File: src/rtl/icache_fetch_responder_pkg.sv
// Shared definitions for the fetch responder: FSM encoding, line geometry and slot masks.
package icache_fetch_responder_pkg;

  typedef enum logic [1:0] {
    StIdle   = 2'd0,
    StReq    = 2'd1,
    StRefill = 2'd2
  } state_e;

  localparam int unsigned LineWords = 4;
  localparam int unsigned OffLsb    = 2;
  localparam int unsigned OffMsb    = 3;
  localparam int unsigned TagLsb    = 4;

  localparam logic [1:0] BeatLast = 2'(LineWords - 1);

  // Sequential-fetch masks indexed by line offset; entry 0 is the whole line.
  localparam logic [3:0][3:0] SlotMaskSeq = {4'b1000, 4'b1100, 4'b1110, 4'b1111};

endpackage

File: src/rtl/icache_fetch_responder_fetch_slot_mask.sv
// Maps a word offset within the line and the delay-slot flag to per-slot valid bits.
module icache_fetch_responder_fetch_slot_mask
  import icache_fetch_responder_pkg::*;
(
  input  logic [1:0] off_i,
  input  logic       delot_en_i,
  output logic [3:0] mask_o
);

  always_comb begin
    mask_o = '0;
    if (delot_en_i) begin
      mask_o[off_i] = 1'b1;
    end else begin
      mask_o = SlotMaskSeq[off_i];
    end
  end

endmodule

File: src/rtl/icache_fetch_responder.sv
// Icache responder for IF fetch requests: single-line buffer, 4-beat refill, flush-aware response.
module icache_fetch_responder
  import icache_fetch_responder_pkg::*;
#(
  parameter int unsigned ADDR_W     = 32,
  parameter int unsigned INSN_W     = 32,
  parameter int unsigned LINE_WORDS = 4
) (
  input  logic                         clk,
  input  logic                         rst,
  input  logic [ADDR_W-1:0]            if_icache_pc,
  input  logic                         if_valid_ns,
  input  logic                         if_rw,
  input  logic [3:0]                   if_rwen,
  input  logic                         if_icache_delot_en,
  output logic                         icache_allin,
  input  logic                         ex_bp_error,
  input  logic                         exc_flush_all,
  output logic                         icache_valid_ns,
  output logic [ADDR_W-1:0]            icache_pc,
  output logic [LINE_WORDS*INSN_W-1:0] icache_insn,
  output logic [3:0]                   icache_insn_vld,
  output logic                         icache_delot_en,
  input  logic                         id_allin,
  output logic                         mem_req,
  output logic [ADDR_W-1:0]            mem_addr,
  input  logic                         mem_req_ack,
  input  logic                         mem_rvalid,
  input  logic [INSN_W-1:0]            mem_rdata
);

  localparam int unsigned TagW = ADDR_W - TagLsb;

  state_e                             state_q, state_d;
  logic                               drop_q, drop_d;
  logic [1:0]                         beat_q, beat_d;
  logic                               buf_vld_q, buf_vld_d;
  logic [TagW-1:0]                    tag_q, tag_d;
  logic [LINE_WORDS-1:0][INSN_W-1:0]  buf_q, buf_d;
  logic [ADDR_W-1:0]                  req_pc_q, req_pc_d;
  logic                               req_delot_q, req_delot_d;
  logic                               mem_req_q, mem_req_d;
  logic [ADDR_W-1:0]                  mem_addr_q, mem_addr_d;
  logic                               rsp_vld_q, rsp_vld_d;
  logic [ADDR_W-1:0]                  rsp_pc_q, rsp_pc_d;
  logic [LINE_WORDS*INSN_W-1:0]       rsp_insn_q, rsp_insn_d;
  logic [3:0]                         rsp_slot_q, rsp_slot_d;
  logic                               rsp_delot_q, rsp_delot_d;

  logic                         flush, accept, hit, load;
  logic [ADDR_W-1:0]            load_pc;
  logic                         load_delot;
  logic [LINE_WORDS*INSN_W-1:0] load_insn;
  logic [3:0]                   slot_mask;

  // Write enables only matter on the data side; fetches are read-only.
  logic unused_rwen;
  assign unused_rwen = ^if_rwen;

  assign flush        = ex_bp_error | exc_flush_all;
  assign icache_allin = (state_q == StIdle) & ~flush & (~rsp_vld_q | id_allin);
  assign accept       = if_valid_ns & ~if_rw & icache_allin;
  assign hit          = buf_vld_q & (tag_q == if_icache_pc[ADDR_W-1:TagLsb]);

  icache_fetch_responder_fetch_slot_mask u_slot_mask (
    .off_i      (load_pc[OffMsb:OffLsb]),
    .delot_en_i (load_delot),
    .mask_o     (slot_mask)
  );

  always_comb begin
    state_d     = state_q;
    drop_d      = drop_q;
    beat_d      = beat_q;
    buf_vld_d   = buf_vld_q;
    tag_d       = tag_q;
    buf_d       = buf_q;
    req_pc_d    = req_pc_q;
    req_delot_d = req_delot_q;
    mem_req_d   = mem_req_q;
    mem_addr_d  = mem_addr_q;
    load        = 1'b0;
    load_pc     = if_icache_pc;
    load_delot  = if_icache_delot_en;
    load_insn   = buf_q;
    unique case (state_q)
      StIdle: begin
        if (accept) begin
          if (hit) begin
            load = 1'b1;
          end else begin
            req_pc_d    = if_icache_pc;
            req_delot_d = if_icache_delot_en;
            mem_addr_d  = {if_icache_pc[ADDR_W-1:TagLsb], {TagLsb{1'b0}}};
            mem_req_d   = 1'b1;
            buf_vld_d   = 1'b0;
            drop_d      = 1'b0;
            state_d     = StReq;
          end
        end
      end
      StReq: begin
        if (flush) drop_d = 1'b1;
        if (mem_req_ack) begin
          mem_req_d = 1'b0;
          beat_d    = '0;
          state_d   = StRefill;
        end
      end
      StRefill: begin
        if (flush) drop_d = 1'b1;
        if (mem_rvalid) begin
          buf_d[beat_q] = mem_rdata;
          beat_d        = beat_q + 2'd1;
          if (beat_q == BeatLast) begin
            // Line is installed even when dropped so a re-fetch after the flush hits.
            tag_d      = req_pc_q[ADDR_W-1:TagLsb];
            buf_vld_d  = 1'b1;
            load       = ~drop_q;
            load_pc    = req_pc_q;
            load_delot = req_delot_q;
            load_insn  = buf_d;
            drop_d     = 1'b0;
            state_d    = StIdle;
          end
        end
      end
      default: state_d = StIdle;
    endcase
  end

  always_comb begin
    rsp_vld_d   = rsp_vld_q;
    rsp_pc_d    = rsp_pc_q;
    rsp_insn_d  = rsp_insn_q;
    rsp_slot_d  = rsp_slot_q;
    rsp_delot_d = rsp_delot_q;
    if (flush || (!load && rsp_vld_q && id_allin)) begin
      rsp_vld_d   = 1'b0;
      rsp_pc_d    = '0;
      rsp_insn_d  = '0;
      rsp_slot_d  = '0;
      rsp_delot_d = 1'b0;
    end else if (load) begin
      rsp_vld_d   = 1'b1;
      rsp_pc_d    = load_pc;
      rsp_insn_d  = load_insn;
      rsp_slot_d  = slot_mask;
      rsp_delot_d = load_delot;
    end
  end

  always_ff @(posedge clk) begin
    if (rst) begin
      state_q     <= StIdle;
      drop_q      <= 1'b0;
      beat_q      <= '0;
      buf_vld_q   <= 1'b0;
      tag_q       <= '0;
      buf_q       <= '0;
      req_pc_q    <= '0;
      req_delot_q <= 1'b0;
      mem_req_q   <= 1'b0;
      mem_addr_q  <= '0;
      rsp_vld_q   <= 1'b0;
      rsp_pc_q    <= '0;
      rsp_insn_q  <= '0;
      rsp_slot_q  <= '0;
      rsp_delot_q <= 1'b0;
    end else begin
      state_q     <= state_d;
      drop_q      <= drop_d;
      beat_q      <= beat_d;
      buf_vld_q   <= buf_vld_d;
      tag_q       <= tag_d;
      buf_q       <= buf_d;
      req_pc_q    <= req_pc_d;
      req_delot_q <= req_delot_d;
      mem_req_q   <= mem_req_d;
      mem_addr_q  <= mem_addr_d;
      rsp_vld_q   <= rsp_vld_d;
      rsp_pc_q    <= rsp_pc_d;
      rsp_insn_q  <= rsp_insn_d;
      rsp_slot_q  <= rsp_slot_d;
      rsp_delot_q <= rsp_delot_d;
    end
  end

  assign icache_valid_ns = rsp_vld_q;
  assign icache_pc       = rsp_pc_q;
  assign icache_insn     = rsp_insn_q;
  assign icache_insn_vld = rsp_slot_q;
  assign icache_delot_en = rsp_delot_q;
  assign mem_req         = mem_req_q;
  assign mem_addr        = mem_addr_q;

endmodule
File: config.mk
export PLATFORM = sky130hd
export DESIGN_NAME = icache_fetch_responder
export DESIGN_NICKNAME = d
export VERILOG_FILES = /design/src/rtl/icache_fetch_responder_pkg.sv /design/src/rtl/icache_fetch_responder_fetch_slot_mask.sv /design/src/rtl/icache_fetch_responder.sv
export SDC_FILE = /design/constraint.sdc
export NUM_CORES = 1
export LEC_CHECK = 0
export CORE_MARGIN = 4
export CORE_UTILIZATION = 53
export DETAILED_ROUTE_END_ITERATION = 7
export GPL_TIMING_DRIVEN = 1
export HOLD_SLACK_MARGIN = 0.12
export PLACE_DENSITY = 0.8
export SETUP_SLACK_MARGIN = 0.4
export SLEW_MARGIN = 20
export SYNTH_ARGS = -nofsm -noshare
export SYNTH_HDL_FRONTEND = slang
export SYNTH_SLANG_ARGS = --single-unit
File: constraint.sdc
create_clock -name clk -period 2.55 [get_ports clk]
set_input_delay 0.51 -clock clk [delete_from_list [all_inputs] [get_ports clk]]
set_output_delay 0.51 -clock clk [all_outputs]
set_load 0.005 [all_outputs]
==> summary.md <==
| Metric | Value |
|---|---|
| Status | complete, no violations |
| Clock Sinks | 362 |
| 1st-pass router iterations | 5 |
| #FFs+latches synth | 362 |
| Crit Path Class | flip-flop to flip-flop |
| Top post-synthesis cells by area | dfxtp_1, mux2i_1, nand2_1, mux2_2, a21oi_1 |
| Ports | 278 |
| Die footprint | 32,300 um^2 |
| Leakage | 7.36 nW |
| Largest net degree at the start of global routing | 158 |
| Register area share after synthesis | 46.4% |
| Die Y | 180 um |
| Final hold violation count | 0 |
| Crit-path max FO | 8 |
| Clk_skew | 0.0161 ns |
| Synth top area share | 46.4% |
| Fin crit period | 2.18 ns |
| Ratio of cells with drive above 1 in the final layout | 14.7% |
| Worst skew pair latency | 0.52 ns |
| Root Driver | clkbuf_16 |
| Critical Path RT | 2.92 ns |
| Vias | 13,300 |
| CTS Hold Bufs | 0 |
| Yosys Warn Count | 0 |
| Top cell type by total area after synthesis | dfxtp_1 |
| Critical Path AT | 2.55 ns |
| Fmax | 0.459 GHz |
| Top_reg_cell synth | dfxtp_1 |
| Core area | 28,900 um^2 |
| Setup crit start kind | flip-flop |
| Worst slew margin | 44.4% |
| Max-slew violations | 0 |
| Max cap viols | 0 |
| IR drop worst, VDD | 0.380 mV |
| First-pass GRT wire length | 71.3 mm |
| Fin Setup TNS | 0 ns |
| Mapped Cells | 1,792 |
| Post-DP HPWL | 28.1 mm |
| Routed len/inst | 18.4 um |
| DRC viols | 0 |
| Fin crit share | 85.4% |
| Initial antenna violation count | 5 |
| Fill count | 2,077 |
| ANT nets after route | 0 |
| RD Place Congestion | 0.828 |
| Area grow syn2layout | 33.2% |
| RSZ-0062 raised after global routing | yes |
| Worst-margin pin slew | 0.833 ns |
| Most common cell in the netlist | nand2_1 |
| PwrDens | 564 nW/um^2 |
| GRT Resource Usage Total | 26.5% |
| Post-synth EDFFs | 0 |
| Initial Utilization | 54.0% |
| Clock transition at the registers of the reported paths | 0.06 ns |
| Drt total wl | 45.2 mm |
| Crit. End Element | flip-flop |
| Synth Area per Inst | 8.72 um^2 |
| H-tree depth | 2 |
| Distinct cells, synth | 37 |
| Final hold slack | 0.360 ns |
| # setup viols final | 0 |
| List of most frequent post-synthesis cells | nand2_1, dfxtp_1, mux2i_1 |
| Number of I/O port buffers | 269 |
| Synthesized area | 15,600 um^2 |
| Iteration-0 DRC Markers | 776 |
| CTS tree | done |
| Die width | 180 um |
| Num CTS Buffers | 38 |
| Vias in the first global route | 13,300 |
| Total grt overflow | 0 |
| Nets | 2,129 |
| Hold Crit Class | input port to flip-flop |
| Via-per-instance ratio | 5.42 |
| Post-synthesis async set-or-reset flop share | 0% |
| Clock buffer depth | 3 |
| FP Rows | 62 |
==> layout make-up <==
cell class              count  area (um^2)  area share (%)
diodes                      4         10.0          0.0481
clock buffers              54         1120            5.39
clock inverters            11          115           0.553
inverters                   7         26.3           0.126
multi-input cells        1268         7820            37.6
flip-flops and latches    362         7260            34.9
well taps                 384          480            2.31
repair buffers            366         3990            19.2
==> path summary, 6_finish.rpt <==
check	depth (start not counted)	startpoint	endpoint	slack [ns]
worst min-delay path	2	rst	req_pc_q[22]$_SDFFE_PP0P_	0.36
worst min register to register	2	buf_q[53]$_SDFFE_PP0P_	buf_q[53]$_SDFFE_PP0P_	0.45
worst max register to register	12	state_q[0]$_SDFFE_PP0P_	req_pc_q[10]$_SDFFE_PP0P_	0.37
worst max-delay path	12	state_q[0]$_SDFFE_PP0P_	req_pc_q[10]$_SDFFE_PP0P_	0.37
==> metal layers <==
metal  GRT usage [%]  vias up  share of wire [%]
met4            9.91        2                3.5
met3            4.71      100                5.5
met2            45.6      409                 50
met5               0        -              0.024
li1                -     6348                  -
met1            33.3     6464                 41
==> report_power, final <==
| part | internal (mW) | switching (mW) | total [mW] |
|---|---|---|---|
| clock network | 3.26 | 2.24 | 5.50 |
| logic | 0.240 | 0.313 | 0.553 |
| registers | 5.67 | 0.0110 | 5.68 |
| total | 9.17 | 2.56 | 11.7 |
==> registers in the layout, summed over array words and instances (netlist names), 2 cells and up <==
| name | flops |
|---|---|
| req_pc_q | 32 |
| beat_q | 2 |
| state_q | 2 |
| icache_insn | 128 |
| buf_q | 128 |
| tag_q | 28 |
| icache_pc | 32 |
| icache_insn_vld | 4 |
==> critical path, cell delays in order, from the launching register on <==
cell	delay (ns)
dfxtp_2	0.32
inv_2	0.08
ha_4	0.13
nor4b_4	0.17
buf_4	0.16
buf_6	0.09
nand3b_1	0.13
buf_6	0.16
a21oi_4	0.17
buf_12	0.18
buf_12	0.15
mux2i_4	0.22
nor2_1	0.05
==> cells by family after synthesis <==
logic type      Yosys count  share of synthesized area, %
simple gates            749                          19.0
flops                   362                          46.4
mux                     329                          21.8
buf+inv                 165                          5.44
compound gates          150                          5.14
xor+xnor                 28                          1.57
fa+ha+maj                 8                         0.640
other cells               1                        0.0240
==> cells in the final DEF, fill, tap and decap left out, types with 4 or more instances in the layout <==
cell / Yosys / layout
clkinv_2: 0 / 6
buf_16: 0 / 7
mux2i_2: 0 / 6
nand2b_1: 35 / 34
buf_4: 48 / 55
conb_1: 1 / 4
a21oi_1: 128 / 127
nand4_1: 6 / 6
o21ai_0: 7 / 7
clkbuf_8: 0 / 9
nand3_1: 9 / 5
xnor2_2: 0 / 10
inv_1: 7 / 5
nand2_1: 614 / 611
dfxtp_2: 0 / 9
clkdlybuf4s50_1: 0 / 240
buf_12: 0 / 24
diode_2: 0 / 4
nor2_1: 70 / 70
mux2_2: 96 / 96
dlygate4sd2_1: 0 / 19
nand3_2: 0 / 4
dlymetal6s2s_1: 0 / 9
xnor2_1: 28 / 17
clkbuf_1: 74 / 6
clkbuf_16: 0 / 43
dfxtp_1: 362 / 353
mux2i_1: 233 / 225
ha_1: 8 / 7
buf_6: 2 / 5
==> metrics by stage <==
step	area, um^2	cells	utilization (%)	power [mW]	setup WS (ns)
6_report	20800	2456	71.9	11.7	0.373
3_5_place_dp	18900	2363	65.4	6.32	-0.365
4_1_cts	20500	2444	70.9	11.8	0.366
2_1_floorplan	15600	1795	-	6.02	0.568
3_3_place_gp	18900	2363	65.4	6.31	-0.334
5_1_grt	20800	2456	71.9	12.1	0.302
==> timing repair <==
item	4_1_cts	5_1_grt
setup endpoints to repair	201	204
cloned	4	4
resized for setup	53	38
pin swaps	3	19
setup buffers	12	4
No activity file was read; power rests on OpenSTA's default activity.
